<file path="config.mk">
export PLATFORM = sky130hd
export DESIGN_NAME = sipo_frame_ctrl
export DESIGN_NICKNAME = d
export VERILOG_FILES = /design/src/rtl/sipo_pkg.sv /design/src/rtl/sipo_phase_cnt.sv /design/src/rtl/sipo_frame_ctrl.sv
export SDC_FILE = /design/constraint.sdc
export NUM_CORES = 1
export LEC_CHECK = 0
export BUFFER_PORTS_ARGS = -buffer_cell sky130_fd_sc_hd__buf_2
export CAP_MARGIN = 20
export CORE_AREA = 3 3 44 46
export CTS_BUF_LIST = sky130_fd_sc_hd__clkbuf_4
export DETAILED_ROUTE_END_ITERATION = 8
export DIE_AREA = 0 0 47 49
export GPL_ROUTABILITY_DRIVEN = 0
export GPL_TIMING_DRIVEN = 1
export HOLD_SLACK_MARGIN = 0.12
export PLACE_DENSITY_LB_ADDON = 0.1
export SLEW_MARGIN = 20
export SYNTH_ARGS = -nofsm -noshare
export SYNTH_HDL_FRONTEND = slang
export SYNTH_SLANG_ARGS = --single-unit
</file>
<file path="constraint.sdc">
create_clock -name clk -period 1.7 [get_ports clk]
set_input_delay 0.17 -clock clk [delete_from_list [all_inputs] [get_ports clk]]
set_output_delay 0.17 -clock clk [all_outputs]
set_load 0.02 [all_outputs]
</file>
<file path="src/rtl/sipo_pkg.sv">
`default_nettype none
// ============================================================================
//  Module   : sipo_pkg
//  Purpose  : Shared state enum and width helpers for the SIPO frame
//             sequencer and its phase counter.
//  Revision : 1.0 - initial release
// ============================================================================
package sipo_pkg;

    // Frame sequencer states
    typedef enum logic [2:0] {
        ST_IDLE  = 3'd0,
        ST_CONV  = 3'd1,
        ST_LEAD  = 3'd2,
        ST_SHIFT = 3'd3,
        ST_LATCH = 3'd4,
        ST_FRAME = 3'd5
    } sipo_state_t;

    // Index width for a range of n items, never narrower than one bit
    function automatic int idx_width(input int n);
        return (n <= 2) ? 1 : $clog2(n);
    endfunction

    // Width needed to hold values 0..maxval, never narrower than one bit
    function automatic int cnt_width(input int maxval);
        return (maxval < 2) ? 1 : $clog2(maxval + 1);
    endfunction

    // Widths of bit_idx / ch_idx for the default configuration
    localparam int DEF_BIT_IDX_W = idx_width(12);
    localparam int DEF_CH_IDX_W  = idx_width(4);

endpackage
`default_nettype wire

</file>
<file path="src/rtl/sipo_phase_cnt.sv">
`default_nettype none
// ============================================================================
//  Module   : sipo_phase_cnt
//  Purpose  : Loadable down-counter with terminal-count flag. Times the
//             conversion, lead-in and shift phases of the frame sequencer.
//  Revision : 1.0 - initial release
// ============================================================================
module sipo_phase_cnt #(
    parameter int CNT_W = 4
) (
    input  logic             clk,
    input  logic             reset,
    input  logic             load_i,
    input  logic [CNT_W-1:0] load_val_i,
    output logic [CNT_W-1:0] cnt_o,
    output logic             tc_o
);

    logic [CNT_W-1:0] cnt_q;

    // Load a phase length (N-1), then count down and park at zero
    always_ff @(posedge clk or posedge reset) begin
        if (reset) begin
            cnt_q <= '0;
        end else if (load_i) begin
            cnt_q <= load_val_i;
        end else if (cnt_q != '0) begin
            cnt_q <= cnt_q - CNT_W'(1);
        end
    end

    assign cnt_o = cnt_q;
    assign tc_o  = (cnt_q == '0);

endmodule
`default_nettype wire

</file>
<file path="src/rtl/sipo_frame_ctrl.sv">
`default_nettype none
// ============================================================================
//  Module   : sipo_frame_ctrl
//  Purpose  : Frame sequencer for multi-channel serial ADC capture: issues
//             the conversion strobe, walks each channel through lead-in gap,
//             shift window and word-done, then offers the frame on a
//             valid/ready handshake.
//  Options  : SIPO_FRAME_CTRL_OVERRUN_EN - enables the sticky overrun flag
//             (trig seen while busy). Undefined: overrun tied low.
//  Revision : 1.0 - initial release
// ============================================================================
module sipo_frame_ctrl
    import sipo_pkg::*;
#(
    parameter int WORD_BITS   = 12,
    parameter int NUM_CH      = 4,
    parameter int CONV_CYCLES = 1,
    parameter int LEAD_CYCLES = 1
) (
    input  logic                           clk,
    input  logic                           reset,
    input  logic                           trig,
    input  logic                           frame_ready,
    input  logic                           overrun_clr,
    output logic                           convst,
    output logic                           shift_en,
    output logic [idx_width(WORD_BITS)-1:0] bit_idx,
    output logic [idx_width(NUM_CH)-1:0]    ch_idx,
    output logic                           word_done,
    output logic                           frame_valid,
    output logic                           overrun
);

    localparam int BIT_W = idx_width(WORD_BITS);
    localparam int CH_W  = idx_width(NUM_CH);

    // One counter serves all timed phases, so size it for the longest
    localparam int CNT_MAX_A = (CONV_CYCLES > WORD_BITS) ? CONV_CYCLES : WORD_BITS;
    localparam int CNT_MAX   = (LEAD_CYCLES > CNT_MAX_A) ? LEAD_CYCLES : CNT_MAX_A;
    localparam int CNT_W     = cnt_width(CNT_MAX - 1);

    localparam logic [CNT_W-1:0] CONV_LOAD  = CNT_W'(CONV_CYCLES - 1);
    localparam logic [CNT_W-1:0] LEAD_LOAD  = CNT_W'((LEAD_CYCLES > 0) ? LEAD_CYCLES - 1 : 0);
    localparam logic [CNT_W-1:0] SHIFT_LOAD = CNT_W'(WORD_BITS - 1);
    localparam logic [BIT_W-1:0] BIT_LAST   = BIT_W'(WORD_BITS - 1);
    localparam logic [CH_W-1:0]  LAST_CH    = CH_W'(NUM_CH - 1);

    // With no lead-in gap the word's shift window follows directly
    localparam sipo_state_t      PRE_STATE = (LEAD_CYCLES > 0) ? ST_LEAD : ST_SHIFT;
    localparam logic [CNT_W-1:0] PRE_LOAD  = (LEAD_CYCLES > 0) ? LEAD_LOAD : SHIFT_LOAD;

    sipo_state_t      state_q, state_d;
    logic [CH_W-1:0]  ch_q, ch_d;
    logic             convst_q, shift_en_q, word_done_q, frame_valid_q;
    logic             cnt_load_d;
    logic [CNT_W-1:0] cnt_load_val_d;
    logic [CNT_W-1:0] cnt_w;
    logic             cnt_tc_w;

    sipo_phase_cnt #(
        .CNT_W (CNT_W)
    ) u_phase_cnt (
        .clk        (clk),
        .reset      (reset),
        .load_i     (cnt_load_d),
        .load_val_i (cnt_load_val_d),
        .cnt_o      (cnt_w),
        .tc_o       (cnt_tc_w)
    );

    // Next state, channel advance and phase-counter reloads
    always_comb begin
        state_d        = state_q;
        ch_d           = ch_q;
        cnt_load_d     = 1'b0;
        cnt_load_val_d = '0;
        case (state_q)
            ST_IDLE: begin
                if (trig) begin
                    state_d        = ST_CONV;
                    cnt_load_d     = 1'b1;
                    cnt_load_val_d = CONV_LOAD;
                end
            end
            ST_CONV: begin
                if (cnt_tc_w) begin
                    state_d        = PRE_STATE;
                    cnt_load_d     = 1'b1;
                    cnt_load_val_d = PRE_LOAD;
                end
            end
            ST_LEAD: begin
                if (cnt_tc_w) begin
                    state_d        = ST_SHIFT;
                    cnt_load_d     = 1'b1;
                    cnt_load_val_d = SHIFT_LOAD;
                end
            end
            ST_SHIFT: begin
                if (cnt_tc_w) begin
                    state_d = ST_LATCH;
                end
            end
            ST_LATCH: begin
                if (ch_q == LAST_CH) begin
                    state_d = ST_FRAME;
                end else begin
                    ch_d           = ch_q + CH_W'(1);
                    state_d        = PRE_STATE;
                    cnt_load_d     = 1'b1;
                    cnt_load_val_d = PRE_LOAD;
                end
            end
            ST_FRAME: begin
                if (frame_ready) begin
                    state_d = ST_IDLE;
                    ch_d    = '0;
                end
            end
            default: begin
                state_d = ST_IDLE;
                ch_d    = '0;
            end
        endcase
    end

    // State register with strobes registered from the next state
    always_ff @(posedge clk or posedge reset) begin
        if (reset) begin
            state_q       <= ST_IDLE;
            ch_q          <= '0;
            convst_q      <= 1'b0;
            shift_en_q    <= 1'b0;
            word_done_q   <= 1'b0;
            frame_valid_q <= 1'b0;
        end else begin
            state_q       <= state_d;
            ch_q          <= ch_d;
            convst_q      <= (state_d == ST_CONV);
            shift_en_q    <= (state_d == ST_SHIFT);
            word_done_q   <= (state_d == ST_LATCH);
            frame_valid_q <= (state_d == ST_FRAME);
        end
    end

    // Counter holds W-1 on the first shift cycle, so bit 0 goes out first
    generate
        if (CNT_W > BIT_W) begin : g_cnt_hi
            logic [CNT_W-BIT_W-1:0] unused_cnt_hi;
            assign unused_cnt_hi = cnt_w[CNT_W-1:BIT_W];
        end
    endgenerate

    assign bit_idx     = shift_en_q ? (BIT_LAST - cnt_w[BIT_W-1:0]) : '0;
    assign convst      = convst_q;
    assign shift_en    = shift_en_q;
    assign word_done   = word_done_q;
    assign frame_valid = frame_valid_q;
    assign ch_idx      = ch_q;

`ifdef SIPO_FRAME_CTRL_OVERRUN_EN
    logic overrun_q;

    // Sticky overrun: a new trigger while busy; setting beats clearing
    always_ff @(posedge clk or posedge reset) begin
        if (reset) begin
            overrun_q <= 1'b0;
        end else if (trig && (state_q != ST_IDLE)) begin
            overrun_q <= 1'b1;
        end else if (overrun_clr) begin
            overrun_q <= 1'b0;
        end
    end

    assign overrun = overrun_q;
`else
    logic unused_overrun_clr;
    assign unused_overrun_clr = overrun_clr;
    assign overrun            = 1'b0;
`endif

endmodule
`default_nettype wire
</file>
* Word-level counts from Yosys, hierarchy flattened
Index checks and enable logic that the tools add are counted.
** Word-level totals
- Register bits after elaboration :: 13
- Input bits :: 5
- Output and inout port bits :: 11
- Word-level logic and storage cells :: 49
** Operators by class
- $add $sub $neg :: 3
- Eq/ne operators :: 12
- Muxes and demuxes :: 19
- Bitwise operators :: 1
- Reductions and logical operators :: 7
** Operator list (count)
- $mux 4 :: 5
- $mux 3 :: 6
- $pmux 3 s6 :: 1
- $eq 3x3->1 const B :: 4
- $eq 3x2->1 const B :: 3
- $eq 3x1->1 const B :: 2
- $pmux 2 s3 :: 1
- $logic_not 4->1 :: 1
- $mux 2 :: 2
- $ne 2x2->1 const B :: 2
- $reduce_bool 4->1 :: 1
- $reduce_or 4->1 :: 1
- $sub 4x1->4 const B :: 1
- $sub 4x4->4 const A :: 1
- $logic_not 3->1 :: 1
- $mux 1 :: 3
- $pmux 1 s3 :: 1
- $reduce_and 3->1 :: 1
- $add 2x1->2 const B :: 1
- $eq 2x2->1 const B :: 1
- $reduce_bool 2->1 :: 1
- $reduce_or 2->1 :: 1
- $not 1->1 :: 1

* Logic depth before layout (Yosys ltp)
Gate-level depths: netlist (run 1).
- Depth after elaboration :: 4
- Mapped depth :: 6
- Mapped depth without buffers :: 6

* By module
Synthesis (run 1) repeated with hierarchy kept, for this count alone.
** Unflattened totals
- Cell total of the unflattened synthesis :: 75
- Area total of the unflattened synthesis :: 750.7 um^2
** Modules (own cells, without submodules)
- sipo_frame_ctrl :: instances 1, cells each 52, area an instance 514.2 um^2
- sipo_phase_cnt :: instances 1, cells each 23, area an instance 236.5 um^2

* Least setup slack after synthesis (run 1)
Ideal clock, no wire load.
- Path kind :: register to register
- From :: reg ch_q[0], in the netlist ch_idx[0]
- To :: reg u_phase_cnt.cnt_q[3], in the netlist u_phase_cnt.cnt_o[3]
- Setup time :: 0.123 ns
- Arrival time :: 1.595 ns
- Data required time :: 1.577 ns
- Path slack :: -0.018 ns
- Cell stages (with the launch flop) :: 6
- Clock period less this slack :: 1.718 ns
- Cell sequence :: dfrtp_1 > ha_1 > or3b_1 > a21o_1 > and2_0 > o221a_1
** Between the ends
- Word-level cells in the longest chain between the ends :: 4
** RTL lines
- start: declaration :: RTL line sipo_frame_ctrl.sv:53 : logic [CH_W-1:0] ch_q, ch_d;
- start signal: assignment :: RTL line sipo_frame_ctrl.sv:138 : ch_q <= ch_d;
- $eq 2x2->1 * :: RTL line sipo_frame_ctrl.sv:105 : if (ch_q == LAST_CH) begin
- $mux 1 * :: RTL line sipo_frame_ctrl.sv:105
- $pmux 1 s3 * :: RTL line sipo_frame_ctrl.sv:77 : case (state_q)
- $mux 4 or $reduce_bool 2->1 (tied branches)
- end signal: assignment :: RTL line sipo_phase_cnt.sv:26 : cnt_q <= load_val_i;
- end signal: assignment :: RTL line sipo_phase_cnt.sv:28 : cnt_q <= cnt_q - CNT_W'(1);
- end: declaration :: RTL line sipo_phase_cnt.sv:19 : logic [CNT_W-1:0] cnt_q;
Every way passes the cells marked *; elsewhere a longest branch is shown, timed or not.
A chain may end at the register's enable or synchronous reset.

* Final worst setup path (run 1)
Same ends and word-level chain as after synthesis.

==> qor.csv, run 1 <==
metric;value;unit
run status;completed;
Hold Crit Endpoint;convst;
largest cells by area after synthesis;dfrtp_1 47%, ha_1 5.4%, nand2b_1 3.6%;
top cell family by delay on the critical path;simple AND/OR/NAND/NOR gates;
Post-Syn Instances;74;
slowest stage delay, CP;410;ps
reg2reg end;u_phase_cnt.cnt_o[3];
dpl hpwl;1040;µm
CP Buf/Inv Count;0;
most common cell after layout, fill and taps aside;buf_2;
clock-pin slew on the worst setup and hold paths;80;ps
Final Skew;3.34;ps
Crit-path slowest cell;dfrtp_2;
Hold Path Depth;3;
Netlist cell types;32;
Avg Synthesized Cell Area;9.45;µm²
CTS sink cnt;13;
Final Setup Violations;0;
TritonCTS clock tree;done;
CTS Buf Count;3;
area fraction of the dominant cell type after synthesis;0.465;
drt total wl;1430;µm
Syn-to-layout area delta;29.5;%
Antenna Violating Nets Remaining;0;
post-layout net count;109;
asr flop ratio synth;1.00;
DIE AREA;0.00230;mm²
Synth Net Count;82;
most used flip-flop cell after synthesis;dfrtp_1;
part of the cycle the worst path needs;0.954;
commonest non-fill, non-tap cells in the layout;13 x buf_2, 12 x dfrtp_1, 10 x buf_4;
reg2reg start;ch_idx[0];
final instance area;906;µm²
total power;1.72;mW
Worst Hold Class;input pin to flop;
setup ws final;77.6;ps
CP startpoint kind;flop;
leak pwr;0.456;nW
H-tree depth;1;
Ant. Diodes;0;
Setup TNS Final;0;ps
Crit path arrival time;1790;ps
Worst Path Required;1870;ps
Starting Density;0.454;
Crit. End Element;flop;
R2R Setup Slk;80;ps
relative slew slack;0.657;
hold path start;trig;
residual DRC count;0;
DR pass1 iterations;3;
initial DRC count;1;
clk root buf;clkbuf_4;
total track usage;0.148;
global-route wire length before repair;2420;µm
worst path cell trace;ha_2 > or3b_1 > a21o_1 > and2_1 > o221a_1;
Seq/Total Area, Yosys;0.465;
measured slew at the worst slew-check pin;514;ps
Netlist Area Pre-Place;699;µm²
gr ovfl total;0;
vias in the first global route;541;
RSZ-0062 raised after global routing;no;
Register-to-Register Path Depth;5;
I/O pins;16;
crit path kind;flop to flop;
die height;49;µm
routed vias;595;
number of synthesized flops with an enable pin;0;
PortBufs;13;
largest net degree at the start of global routing;14;
area of the multi-input gates;359;µm²
Clk Latency, worst-skew pair;280;ps
Core Area;0.00154;mm²
pre-CTS setup slack;26.2;ps
Slew Limit Fails;0;
CP max FO;4;
area leader, netlist;dfrtp_1;
final hold vios;0;
VDD IR max;0.812;mV
register area;327;µm²
share of cells above drive strength 1;0.330;
fmax;616;MHz
final-layout fill cell count;145;
PD cells;1900;mW/mm²
crit path time final;1620;ps
register bit count reported by yosys;13;
initial antenna violation count;0;
Via density;5.13;
# rows;14;
Die W;47;µm
CTS max path bufs;2;
WL/cell;12.3;µm
Max-Cap Viols;0;
DP Area;835;µm²
Ys Warns;0;
[state kept, by name (all words and copies together), names as in the netlist]
register,flops
frame_valid,1
shift_en,1
word_done,1
ch_idx,2
u_phase_cnt.cnt_o,4
state_q,3
convst,1
[cell type report]
cell class | instances | area share
clock buffers | 3 | 0.0249
clock inverters | 1 | 0.00552
inverters | 6 | 0.0249
multi-input cells | 53 | 0.396
flip-flops and latches | 13 | 0.360
well taps | 16 | 0.0221
repair buffers | 24 | 0.166
[timing repair]
item	4_1_cts	5_1_grt
buffers inserted	0	2
hold buffers	1	0
setup endpoints to repair	0	1
resized for setup	0	6
hold endpoints to repair	13	0
[metal layers]
metal | vias to the layer above | wire [µm] | global-route usage
met5 | - | 0 | 0
met4 | 0 | 14 | 0.0829
met3 | 2 | 57 | 0.0332
met2 | 9 | 644 | 0.213
met1 | 279 | 710 | 0.198
li1 | 305 | - | -
[worst min-delay path, delay by kind of cell]
family,cells,cell delay [ps]
AND/OR/NAND/NOR,2,130
buffers and inverters,1,100
[worst max-delay path by stage]
stage	slack, ps	depth (start not counted)	end	from
4_1_cts	10	5	u_phase_cnt.cnt_o[3]	ch_idx[0]
6_report	80	5	u_phase_cnt.cnt_o[3]	ch_idx[0]
3_3_place_gp	50	5	u_phase_cnt.cnt_o[3]	ch_idx[0]
5_1_grt	3	5	u_phase_cnt.cnt_o[3]	ch_idx[0]
3_5_place_dp	30	5	u_phase_cnt.cnt_o[3]	ch_idx[0]
2_1_floorplan	10	5	u_phase_cnt.cnt_o[3]	ch_idx[1]
[synthesized netlist by cell type (2+ instances only)]
cell type	instances
dfrtp_1	13
inv_1	6
nand2_1	5
nand3_1	3
a21o_1	2
nor2_1	5
nand2b_1	4
nor2b_1	4
xnor2_1	2
ha_1	3
o21ai_0	5
nor3_1	2
[logic make-up (layout without fill, tap and decap cells)]
family | after synthesis | count (layout) | synth area share
flip-flops | 13 | 13 | 0.465
AND/OR/NAND/NOR | 33 | 33 | 0.261
AO/OA/AOI/OAI | 13 | 13 | 0.129
other | 1 | 1 | 0.00536
adder cells (fa/ha/maj) | 3 | 3 | 0.0537
buffers and inverters | 8 | 34 | 0.0483
XOR/XNOR | 3 | 3 | 0.0376
[through the flow]
step                      utilization  hold slack, ps  cells
after floorplan                     -            46.9     74
after global placement          0.541             217    109
after detailed placement        0.541             230    109
after CTS                       0.566             149    114
after global routing            0.588             213    116
final                           0.588             158    116
[where the power goes]
part	internal (mW)	switching, mW	total, mW
Clock	0.0873	0.108	0.195
Sequential	0.441	0.0712	0.512
Combinational	0.482	0.533	1.01
Note: power is estimated with default switching activity, not from simulation.
==> run 2, diff against run 1 <==
CTS_BUF_LIST = sky130_fd_sc_hd__clkbuf_4 sky130_fd_sc_hd__clkbuf_8   (was sky130_fd_sc_hd__clkbuf_4)
GPL_ROUTABILITY_DRIVEN = not set   (was 0)
GPL_TIMING_DRIVEN = 0   (was 1)
==> qor.csv, run 2 (synthesis gave the netlist of run 1 again) <==
metric;value;unit
PD cells;1870;mW/mm²
run status;completed;
Starting Density;0.454;
clock-pin slew on the worst setup and hold paths;90;ps
Crit path arrival time;1800;ps
DR pass1 iterations;4;
Crit-path slowest cell;dfrtp_2;
CP Depth;5;
Placed Cells;103;
Slew Limit Fails;0;
initial antenna violation count;0;
share of cells above drive strength 1;0.280;
RSZ-0062 raised after global routing;no;
Register-to-Register Path Depth;5;
WL/cell;12.0;µm
Max-Cap Viols;0;
post-layout net count;102;
Antenna Violating Nets Remaining;0;
global-route wire length before repair;2110;µm
Via density;5.25;
placer congestion estimate;0.716;
slowest stage delay, CP;410;ps
crit path time final;1630;ps
Ant. Diodes;0;
total track usage;0.127;
leak pwr;0.422;nW
Crit. End Element;flop;
VDD IR max;0.854;mV
Final Skew;8.41;ps
gr ovfl total;0;
worst path cell trace;ha_2 > or3b_1 > a21o_1 > and2_0 > o221a_1;
Syn-to-layout area delta;23.1;%
die height;49;µm
initial DRC count;5;
vias in the first global route;484;
Worst Path Required;1870;ps
H-tree depth;1;
top cell family by delay on the critical path;simple AND/OR/NAND/NOR gates;
Setup TNS Final;0;ps
total power;1.61;mW
routed vias;572;
Worst Hold Class;input pin to flop;
TritonCTS clock tree;done;
CTS Buf Count;3;
CTS max path bufs;2;
Hold Path Depth;3;
most common cell after layout, fill and taps aside;buf_2;
Final Setup Violations;0;
Core Area;0.00154;mm²
max reg flops;4;
final-layout fill cell count;151;
part of the cycle the worst path needs;0.961;
drt total wl;1300;µm
DIE AREA;0.00230;mm²
CP startpoint kind;flop;
CP Buf/Inv Count;0;
I/O pins;16;
largest net degree at the start of global routing;14;
commonest non-fill, non-tap cells in the layout;13 x buf_2, 12 x dfrtp_1, 6 x inv_1;
final hold vios;0;
Final Non-Filler Cells;109;
crit path kind;flop to flop;
CTS sink cnt;13;
fmax;612;MHz
CP max FO;4;
Clk Latency, worst-skew pair;280;ps
clk root buf;clkbuf_4;
Die W;47;µm
# rows;14;
residual DRC count;0;
PortBufs;13;
dpl hpwl;907;µm
run 2: cell count changes in the layout (fill, tap and decap cells not counted), sizes merged:
cell and change:
buf -8, clkbuf +1
run 2: metal layers:
metal  part of all wire  vias to the layer above  GRT usage  wire (µm)
met5                  0                        -          0          0
met4              0.027                        0     0.0691         35
met3              0.051                        4     0.0332         66
met2               0.43                       13      0.170        558
met1               0.49                      266      0.181        643
li1                   -                      289          -          -
run 2: repair_timing:
action,CTS,global route
hold endpoints to repair,13,0
pin swaps,0,1
buffers inserted,1,0
hold buffers,1,0
setup endpoints to repair,1,1
resized for setup,1,7
run 2: final timing paths:
path | start | to | slack (ps)
worst min-delay path | trig | convst | 170
min in group asynchronous | reset | word_done | 440
worst min register to register | state_q[1] | convst | 540
max in group asynchronous | reset | ch_idx[0] | 900
worst max-delay path | ch_idx[0] | u_phase_cnt.cnt_o[3] | 70
worst max register to register | ch_idx[0] | u_phase_cnt.cnt_o[3] | 70
run 2: worst reg2reg max path: stages (launching register included):
cell	delay, ps
dfrtp_2	410
ha_2	190
or3b_1	350
a21o_1	200
and2_0	140
o221a_1	230
run 2: final cells by class:
class	instances	area, µm²	area share
clock inverter	1	5.00	0.00581
clock buffer	3	22.5	0.0262
buffer	2	12.5	0.0145
tap	16	20.0	0.0233
multi-input combinational	53	369	0.429
inverter	6	22.5	0.0262
timing repair buffer	15	82.6	0.0959
sequential	13	327	0.379
run 2: power breakdown:
part	switching, mW	leakage, nW	internal, mW
registers	0.105	0.164	0.442
logic	0.478	0.240	0.391
clock network	0.107	0.0177	0.0873
total	0.690	0.422	0.920
run 2: per-stage QoR:
stage | setup slack (ps) | cell area, µm² | utilization | hold WS [ps]
global placement | 4.86 | 786 | 0.510 | 218
CTS | 2.53 | 832 | 0.540 | 159
detailed placement | 0.771 | 786 | 0.510 | 224
finish | 65.5 | 861 | 0.558 | 167
floorplan | 12.4 | 701 | - | 46.9
global route | 8.85 | 861 | 0.558 | 200
